**config.mk**
```make
export PLATFORM = sky130hd
export DESIGN_NAME = prbs31_err_window
export DESIGN_NICKNAME = d
export VERILOG_FILES = /design/src/rtl/prbs31_err_window.sv
export SDC_FILE = /design/constraint.sdc
export NUM_CORES = 1
export LEC_CHECK = 0
export CORE_UTILIZATION = 55
export CTS_CLUSTER_SIZE = 40
export DETAILED_ROUTE_END_ITERATION = 7
export PLACE_DENSITY = 0.77
export SYNTH_ARGS = -nofsm -noshare
export SYNTH_HDL_FRONTEND = slang
export SYNTH_SLANG_ARGS = --single-unit
```
**constraint.sdc**
```tcl
create_clock -name clk -period 3.17 [get_ports clk]
set_input_delay 0.634 -clock clk [delete_from_list [all_inputs] [get_ports clk]]
set_output_delay 0.634 -clock clk [all_outputs]
set_load 0.03 [all_outputs]
```
**src/rtl/prbs31_err_window.sv**
```systemverilog
// Loss-of-lock detector: counts errors per fixed window of locked bits and
// flags loss combinationally on the bit that brings the tally to threshold.
module prbs31_err_window #(
    parameter int unsigned WINDOW      = 256,
    parameter int unsigned LOSS_THRESH = 8
) (
    input  logic clk,
    input  logic rst_n,
    input  logic en,
    input  logic active,
    input  logic err,
    output logic loss
);

    localparam int unsigned WIN_W = $clog2(WINDOW);
    localparam int unsigned TAL_W = $clog2(WINDOW + 1);

    logic [WIN_W-1:0] win_cnt;
    logic [TAL_W-1:0] tally;
    logic [TAL_W-1:0] tally_nxt;
    logic             wrap;

    // Tally including this bit, window-end detection and loss decision.
    always_comb begin
        tally_nxt = tally + TAL_W'(err);
        wrap      = (win_cnt == WIN_W'(WINDOW - 1));
        loss      = active && en && (tally_nxt >= TAL_W'(LOSS_THRESH));
    end

    // Window position and tally; both held at zero outside LOCKED so entry starts clean.
    always_ff @(posedge clk) begin
        if (!rst_n || !active) begin
            win_cnt <= '0;
            tally   <= '0;
        end else if (en) begin
            win_cnt <= win_cnt + 1'b1;
            tally   <= (wrap || loss) ? '0 : tally_nxt;
        end
    end

endmodule

```
==> results.ini, run 1 <==
[global_routing]
gr-total-overflow=0
grt_max_degree=20
grt.total_usage=0.214
antenna_found_initial=0
grt_first_pass_wirelength_microns=2900
grt_pass1_vias=673

[power_and_ir_drop]
peakVddDrop_uv=328
leakage_nw=0.375
power_density_mw_per_mm2=345

[sta]
tightest_slew_ns=0.502
relSlewSlack=0.664
report.final.setup_viol=0
min_period_over_period=0.983
fmax_mhz=321
finClkSkew_ns=0.00160
post-route-min-period_ns=3.12
hold_viol_final=0
drv_slew=0
worst_slack_ns=0.0537

[setup_path]
startpoint_type=input port
required_ns=2.54
r2r-end=tally[0]
endpoint=loss
startpoint=err
end_kind=output pin
slowest_stage=clkdlybuf4s50_1
cp_num_buf_inv=2
critPathTopFamily=simple AND/OR/NAND/NOR gates
path_depth=9
critPathKind=in2out
path_cells=clkdlybuf4s50_1 > ha_2 > ha_4 > nand3_1 > nor2_2 > xor2_1 > or3_4 > and3_4 > buf_6
slowest_delay_ns=0.47
reg2reg_depth=8
cp_max_fo=5
r2r_start=tally[0]
r2r_slack_ns=1.22
worst_ep_arrival_time_ns=2.48

[finish]
diodes=0
stdcell_area_sq_mm=0.00102
final_util=0.737
stdcell_count=126
drive_gt1_frac=0.171
fin_nets=120
area_growth_pct=17.6

[logic_synthesis]
ys_seq_area_frac=0.393
netlist_area_sq_um=866
avgSynthCellArea_sq_um=8.57
postSynthCellCount=101
yosysTopAreaCell=dfxtp_1
yosys_warnings=0
synth.most_common_cell=dfxtp_1
yosysUniqueCellTypes=29
synth_commonest_cells=17 x dfxtp_1, 11 x nor2_1, 9 x nand2_1
ys_ff_latch=17
async_reset_ff_frac=0
synth_edf_count=0
synth_ff_type=dfxtp_1
yosysTopAreaCellShare=0.393
synth_nets=109
ys_top_cells_by_area=dfxtp_1 39%, xor2_1 7.1%, xnor2_1 5.1%, nor2_1 4.8%, ha_1 4.3%

[floorplan]
rows=13
ios=6
dieArea_sq_mm=0.00174
start_util=0.626
dieHeight_microns=41.7
coreArea_sq_mm=0.00138
die-width_microns=41.7

[detailed_routing]
detail-route-antenna-nets=0
post_drt_wl_per_cell_microns=13.9
firstDrtPassIters=4
drc=0
wirelength_microns=1750
drt-initial-drc-count=23
viasPerCell=5.90
vias=744

[placed_design]
io_buffers=5
place_congestion=0.869
dpl_worst_slack_ns=-0.465
dp_hpwl_microns=1170
dpl.cell_count=118
placed_area_sq_um=932

[cts]
htreeDepth=1
root_buffer=clkbuf_4
postCtsHoldBufs=0
cts_buffers=3
clk_pin_slew_ns=0.10
insertion_delay_ns=0.28
cts_tree=done
cts_sinks=17
clockBufferDepth=2

[run]
drv_cap=0

[hold_path]
min_path_type=reg2reg

[outcome]
status=finished clean

[metrics by stage]
| stage | hold slack, ns | total power [mW] | setup TNS (ns) |
|---|---|---|---|
| after floorplan | 0.456 | 0.232 | 0 |
| after global placement | 0.470 | 0.241 | -0.413 |
| after detailed placement | 0.494 | 0.242 | -0.465 |
| after CTS | 0.514 | 0.355 | 0 |
| after global routing | 0.526 | 0.368 | -0.0167 |
| final | 0.509 | 0.352 | 0 |
[how the worst min path moves through the flow]
stage / start / end / slack (ns) / cells after the start
2_1_floorplan: tally[0] / tally[0] / 0.46 / 2
3_3_place_gp: win_cnt[6] / win_cnt[6] / 0.47 / 2
3_5_place_dp: tally[0] / tally[0] / 0.49 / 2
4_1_cts: tally[0] / tally[0] / 0.51 / 2
5_1_grt: tally[8] / tally[8] / 0.53 / 1
6_report: tally[0] / tally[0] / 0.51 / 2
[timing repair]
| item | in CTS | in global routing |
|---|---|---|
| endpoints found under the setup margin | 1 | 1 |
| setup buffers | 0 | 4 |
| pin swaps | 0 | 2 |
| resized for setup | 8 | 6 |
[registers in the layout (all words and copies together), names as in the netlist]
signal / count
tally: 9
win_cnt: 8
[cell usage in the layout, fill, tap and decap left out, types with 2 or more instances in the layout]
master           Yosys  layout
xor2_1               7       7
buf_4                0       7
dfxtp_1             17      17
and3_4               1       2
clkbuf_4             0       3
nor3_1               2       2
xnor2_1              5       5
o21ai_0              2       2
nand2_1              9       9
nor2_1              11      10
nand2b_1             2       2
o32ai_1              3       3
a21oi_1              6       6
nor3b_1              3       3
or3_1                4       3
nand4_1              5       5
clkdlybuf4s50_1      0       4
nand3_1              4       4
[power by group]
group	switching [mW]	total (mW)	leakage [nW]	internal (mW)
combinational	0.0118	0.0220	0.220	0.0103
sequential	0.00137	0.216	0.137	0.215
clock	0.0664	0.113	0.0177	0.0469
total	0.0796	0.352	0.375	0.272
[worst register-to-register path, delay by kind of cell (launching register included)]
kind | cells | cell delay, ns
AO/OA/AOI/OAI | 1 | 0.27
adder cells (fa/ha/maj) | 2 | 0.41
XOR/XNOR | 1 | 0.07
AND/OR/NAND/NOR | 3 | 0.59
buffers and inverters | 1 | 0.17
flip-flops | 1 | 0.36
[metal layers]
metal	wire (microns)	GRT usage	vias up
met5	0	0	-
met2	856	0.344	12
met3	44	0.0304	2
met1	832	0.274	353
met4	17	0.116	0
li1	-	-	377
[final cells by class]
class	count	area [sq um]
Tap cell	15	18.8
Clock buffer	3	22.5
Clock inverter	1	5.00
Fill cell	107	364
Sequential cell	17	340
Timing Repair Buffer	12	104
Inverter	1	3.75
Multi-Input combinational cell	77	524
[cell families after synthesis]
kind of cell | after synthesis | share of synthesized area
flip-flops | 17 | 0.393
buffers and inverters | 7 | 0.0332
multiplexers | 1 | 0.0116
XOR/XNOR | 12 | 0.121
AO/OA/AOI/OAI | 15 | 0.113
AND/OR/NAND/NOR | 46 | 0.285
adder cells (fa/ha/maj) | 3 | 0.0434
(Power assumes the default switching activity.)
==> run 2: changes to the inputs <==
CTS_BUF_LIST = sky130_fd_sc_hd__clkbuf_8 sky130_fd_sc_hd__clkbuf_16   (was unset)
HOLD_SLACK_MARGIN = 0.02   (was unset)
==> run 2 against run 1 <==
Core utilization up 1.4 points. Critical path depth unchanged. Sequential power about the same. Combinational power about the same. Clock skew about the same. Clock power up 39%. Power up 12%. First-iteration DRC count down 17%. Critical endpoint unchanged. Final cell count unchanged. Non-clock buffer count unchanged. Hold slack worse by 0.0048 ns.
==> results.ini, run 2 (synthesis results as in run 1) <==
[sta]
drv_slew=0
post-route-min-period_ns=3.12
finClkSkew_ns=0.00204
report.final.setup_viol=0
finalSetupTns_ns=0
hold_viol_final=0
fmax_mhz=321
relSlewSlack=0.664
worst_slack_ns=0.0538
min_period_over_period=0.983
hold-worst-slack_ns=0.504
tightest_slew_ns=0.503

[power_and_ir_drop]
p_comb_frac=0.056
peakVddDrop_uv=366
clockPowerShare=0.397
pwr-share-seq=0.548
power_density_mw_per_mm2=381
p_int_mw=0.312
p_switching_mw=0.0829
total_power_mw=0.395
switching_share=0.210
leakage_nw=0.382

[cts]
root_buffer=clkbuf_8
insertion_delay_ns=0.25
cts_sinks=17
cts_buffers=3
clk_pin_slew_ns=0.06
cts_tree=done
postCtsHoldBufs=0
htreeDepth=1
clockBufferDepth=2

[setup_path]
slowest_delay_ns=0.47
worst_ep_arrival_time_ns=2.48
startpoint_type=input port
required_ns=2.54
critPathKind=in2out
cp_max_fo=5
path_cells=clkdlybuf4s50_1 > ha_2 > ha_4 > nand3_1 > nor2_2 > xor2_1 > or3_4 > and3_4 > buf_6
slowest_stage=clkdlybuf4s50_1
end_kind=output pin

[floorplan]
dieHeight_microns=41.7
dieArea_sq_mm=0.00174
start_util=0.626
coreArea_sq_mm=0.00138
die-width_microns=41.7
rows=13
ios=6

[placed_design]
dpl.cell_count=118
dpl_worst_slack_ns=-0.465
dp_hpwl_microns=1170
io_buffers=5
place_congestion=0.869
placed_area_sq_um=932

[finish]
area_growth_pct=19.8
mostFrequentLayoutCell=dfxtp_1
drive_gt1_frac=0.171
final_cell_mix=17 x dfxtp_1, 10 x nor2_1, 9 x nand2_1
regMostFlops=tally
final_util=0.750
fin_nets=120
reg_top3=tally (9), win_cnt (8)
largest_reg_flops=9
diodes=0
stdcell_area_sq_mm=0.00104
stdcell_count=126

[hold_path]
min_path_type=reg2reg

[global_routing]
grt_pass1_vias=669
antenna_found_initial=0
gr-total-overflow=0
grt_first_pass_wirelength_microns=2910
grt.total_usage=0.217
grt_max_degree=20

[detailed_routing]
vias=755
detail-route-antenna-nets=0
drc=0
drt-initial-drc-count=19
firstDrtPassIters=4
viasPerCell=5.99
post_drt_wl_per_cell_microns=14.0
wirelength_microns=1770

[outcome]
status=finished clean

[run]
drv_cap=0

[run 2: cell count changes in the layout (fill, tap and decap cells not counted)]
cell	previous run	this run
clkbuf_4	3	0
clkbuf_8	0	3
[run 2: worst max-delay path, delay by kind of cell]
family | cells | cell delay, ns
xor+xnor | 1 | 0.07
fa+ha+maj | 2 | 0.40
buf+inv | 2 | 0.60
simple gates | 4 | 0.78
[run 2: layer usage]
layer / up-vias / track usage / part of all wire
li1: 376 / - / -
met2: 11 / 0.344 / 0.48
met5: - / 0 / 0
met1: 364 / 0.274 / 0.48
met3: 4 / 0.0435 / 0.019
met4: 0 / 0.116 / 0.015
[run 2: timing repair]
item,in CTS,in global routing
resized for setup,8,6
setup buffers,0,4
setup endpoints to repair,1,1
pin swaps,0,2
[run 2: power by group through the flow]
stage	logic, mW	clock network (mW)	registers, mW
after floorplan	0.0114	0	0.221
after global placement	0.0202	0	0.221
after detailed placement	0.0206	0	0.221
after CTS	0.0211	0.162	0.216
after global routing	0.0246	0.173	0.216
final	0.0220	0.157	0.216
[run 2: cell type report]
| type | instances | area [sq um] |
|---|---|---|
| well taps | 15 | 18.8 |
| repair buffers | 12 | 104 |
| clock buffers | 3 | 41.3 |
| fillers | 102 | 345 |
| clock inverters | 1 | 5.00 |
| inverters | 1 | 3.75 |
| flip-flops and latches | 17 | 340 |
| multi-input cells | 77 | 524 |
[run 2: path summary, 6_finish.rpt]
| kind | endpoint | startpoint | cells after the start | slack (ns) |
|---|---|---|---|---|
| max | loss | err | 9 | 0.05 |
| min reg2reg | tally[0] | tally[0] | 2 | 0.50 |
| min | tally[0] | tally[0] | 2 | 0.50 |
| max reg2reg | tally[0] | tally[0] | 8 | 1.23 |
==> run 3: changes to the inputs <==
==> constraint.sdc (replaced) <==
create_clock -name clk -period 3.17 [get_ports clk]
set_input_delay 0.4755 -clock clk [delete_from_list [all_inputs] [get_ports clk]]
set_output_delay 0.4755 -clock clk [all_outputs]
set_load 0.03 [all_outputs]
==> run 3 against run 2 <==
Core utilization is 4.2 points lower. Final cell count fell by 3.2%. Combinational power fell by 6%. Cell area shrank 5.5%. Largest cell class unchanged. Fmax rose by 2.2%. Power decreased by 0.35%. Flip-flop and latch count is the same. Critical path type unchanged. Non-clock buffer count down 4. Hold slack worse by 0.0041 ns. Via count decreased by 4.2%.
==> results.ini, run 3 (synthesis results as in run 1) <==
[setup_path]
required_ns=2.69
cp_max_fo=5
r2r-end=tally[0]
r2r_start=tally[0]
reg2reg_depth=7
end_kind=output pin
worst_ep_arrival_time_ns=2.57
r2r_slack_ns=1.19
critPathKind=in2out
startpoint_type=input port

[global_routing]
grt.total_usage=0.209
grt_pass1_vias=661
grt_first_pass_wirelength_microns=2820
gr-total-overflow=0
antenna_found_initial=0
grt_max_degree=20

[sta]
finalSetupTns_ns=0
post-route-min-period_ns=3.05
report.final.setup_viol=0
worst_slack_ns=0.120
relSlewSlack=0.662
tightest_slew_ns=0.505
min_period_over_period=0.962
fmax_mhz=328
drv_slew=0
hold_viol_final=0
finClkSkew_ns=0.00210
rsz0062_at_grt=false

[detailed_routing]
firstDrtPassIters=5
detail-route-antenna-nets=0
drt-initial-drc-count=11
wirelength_microns=1670
drc=0
vias=723
viasPerCell=5.93
post_drt_wl_per_cell_microns=13.6

[power_and_ir_drop]
leakage_nw=0.369
power_density_mw_per_mm2=402
peakVddDrop_uv=364

[finish]
mostFrequentLayoutCell=dfxtp_1
final_cell_mix=17 x dfxtp_1, 11 x nor2_1, 9 x nand2_1
regMostFlops=tally
largest_reg_flops=9
drive_gt1_frac=0.0935
reg_top3=tally (9), win_cnt (8)
fin_nets=116
num-fill-cells=105
diodes=0
area_growth_pct=13.2

[floorplan]
ios=6
coreArea_sq_mm=0.00138
start_util=0.626
die-width_microns=41.7
dieArea_sq_mm=0.00174
rows=13
dieHeight_microns=41.7

[cts]
htreeDepth=1
post_cts_buffers=0
root_buffer=clkbuf_8
cts_sinks=17
clk_pin_slew_ns=0.06
clockBufferDepth=2
postCtsHoldBufs=0
cts_buffers=3
cts_tree=done
insertion_delay_ns=0.25

[hold_path]
min_path_type=reg2reg
min_from=tally[0]
min_to=tally[0]
worstHoldPathCells=2

[outcome]
status=finished clean

[run]
drv_cap=0

[placed_design]
dp_hpwl_microns=1170
io_buffers=5
place_congestion=0.869
dpl_worst_slack_ns=-0.148

[run 3: cell types whose count changed in the layout (fill, tap and decap cells not counted)]
| cell | delta |
|---|---|
| ha_4 | -1 |
| dlygate4sd2_1 | +1 |
| or3_4 | -1 |
| nor2_1 | +1 |
| ha_1 | +1 |
| nor2_2 | -1 |
| and3_4 | -1 |
| buf_4 | -4 |
| or3_1 | +1 |
| and3_1 | +1 |
| buf_6 | -1 |
[run 3: layer usage]
layer / routed length, microns / GRT usage / part of all wire / vias up
met5: 0 / 0 / 0 / -
met4: 26 / 0.123 / 0.016 / 0
met3: 35 / 0.0435 / 0.021 / 4
met2: 779 / 0.325 / 0.47 / 9
met1: 823 / 0.266 / 0.49 / 342
li1: - / - / - / 368
[run 3: worst max-delay path: stages]
cell,delay (ns)
clkdlybuf4s50_1,0.46
ha_1,0.21
ha_2,0.26
xnor2_1,0.13
a41oi_1,0.12
or3_1,0.39
and3_1,0.18
dlygate4sd2_1,0.34
[run 3: repair_timing]
item,CTS,global route
setup endpoints to repair,1,1
cloned,0,0
pin swaps,0,0
gates resized for setup,1,1
[run 3: report_power, final]
part	leakage [nW]	switching, mW	internal (mW)	total [mW]
Sequential	0.137	0.00130	0.215	0.216
Combinational	0.206	0.0113	0.00932	0.0207
Clock	0.0255	0.0698	0.0870	0.157
Total	0.369	0.0825	0.311	0.394
[run 3: metrics by stage]
stage	area, sq um	cells	power, mW	util	hold slack, ns
floorplan	866	101	0.232	-	0.456
global placement	932	118	0.241	0.674	0.470
detailed placement	932	118	0.242	0.674	0.494
CTS	977	122	0.399	0.707	0.507
global route	980	122	0.412	0.709	0.520
finish	980	122	0.394	0.709	0.500
[run 3: worst max path at each step]
stage / start / slack [ns] / to / cells past startpoint
floorplan: err / 0.65 / loss / 8
global placement: err / -0.1 / loss / 8
detailed placement: err / -0.15 / loss / 8
CTS: err / 0.07 / loss / 8
global route: err / 0.03 / loss / 8
finish: err / 0.12 / loss / 8
[run 3: final cells by class]
cell class,count,area [sq um],share of cell area
inverters,1,3.75,0.00383
flip-flops and latches,17,340,0.347
well taps,15,18.8,0.0192
multi-input cells,77,499,0.510
clock buffers,3,41.3,0.0421
repair buffers,8,71.3,0.0728
clock inverters,1,5.00,0.00511
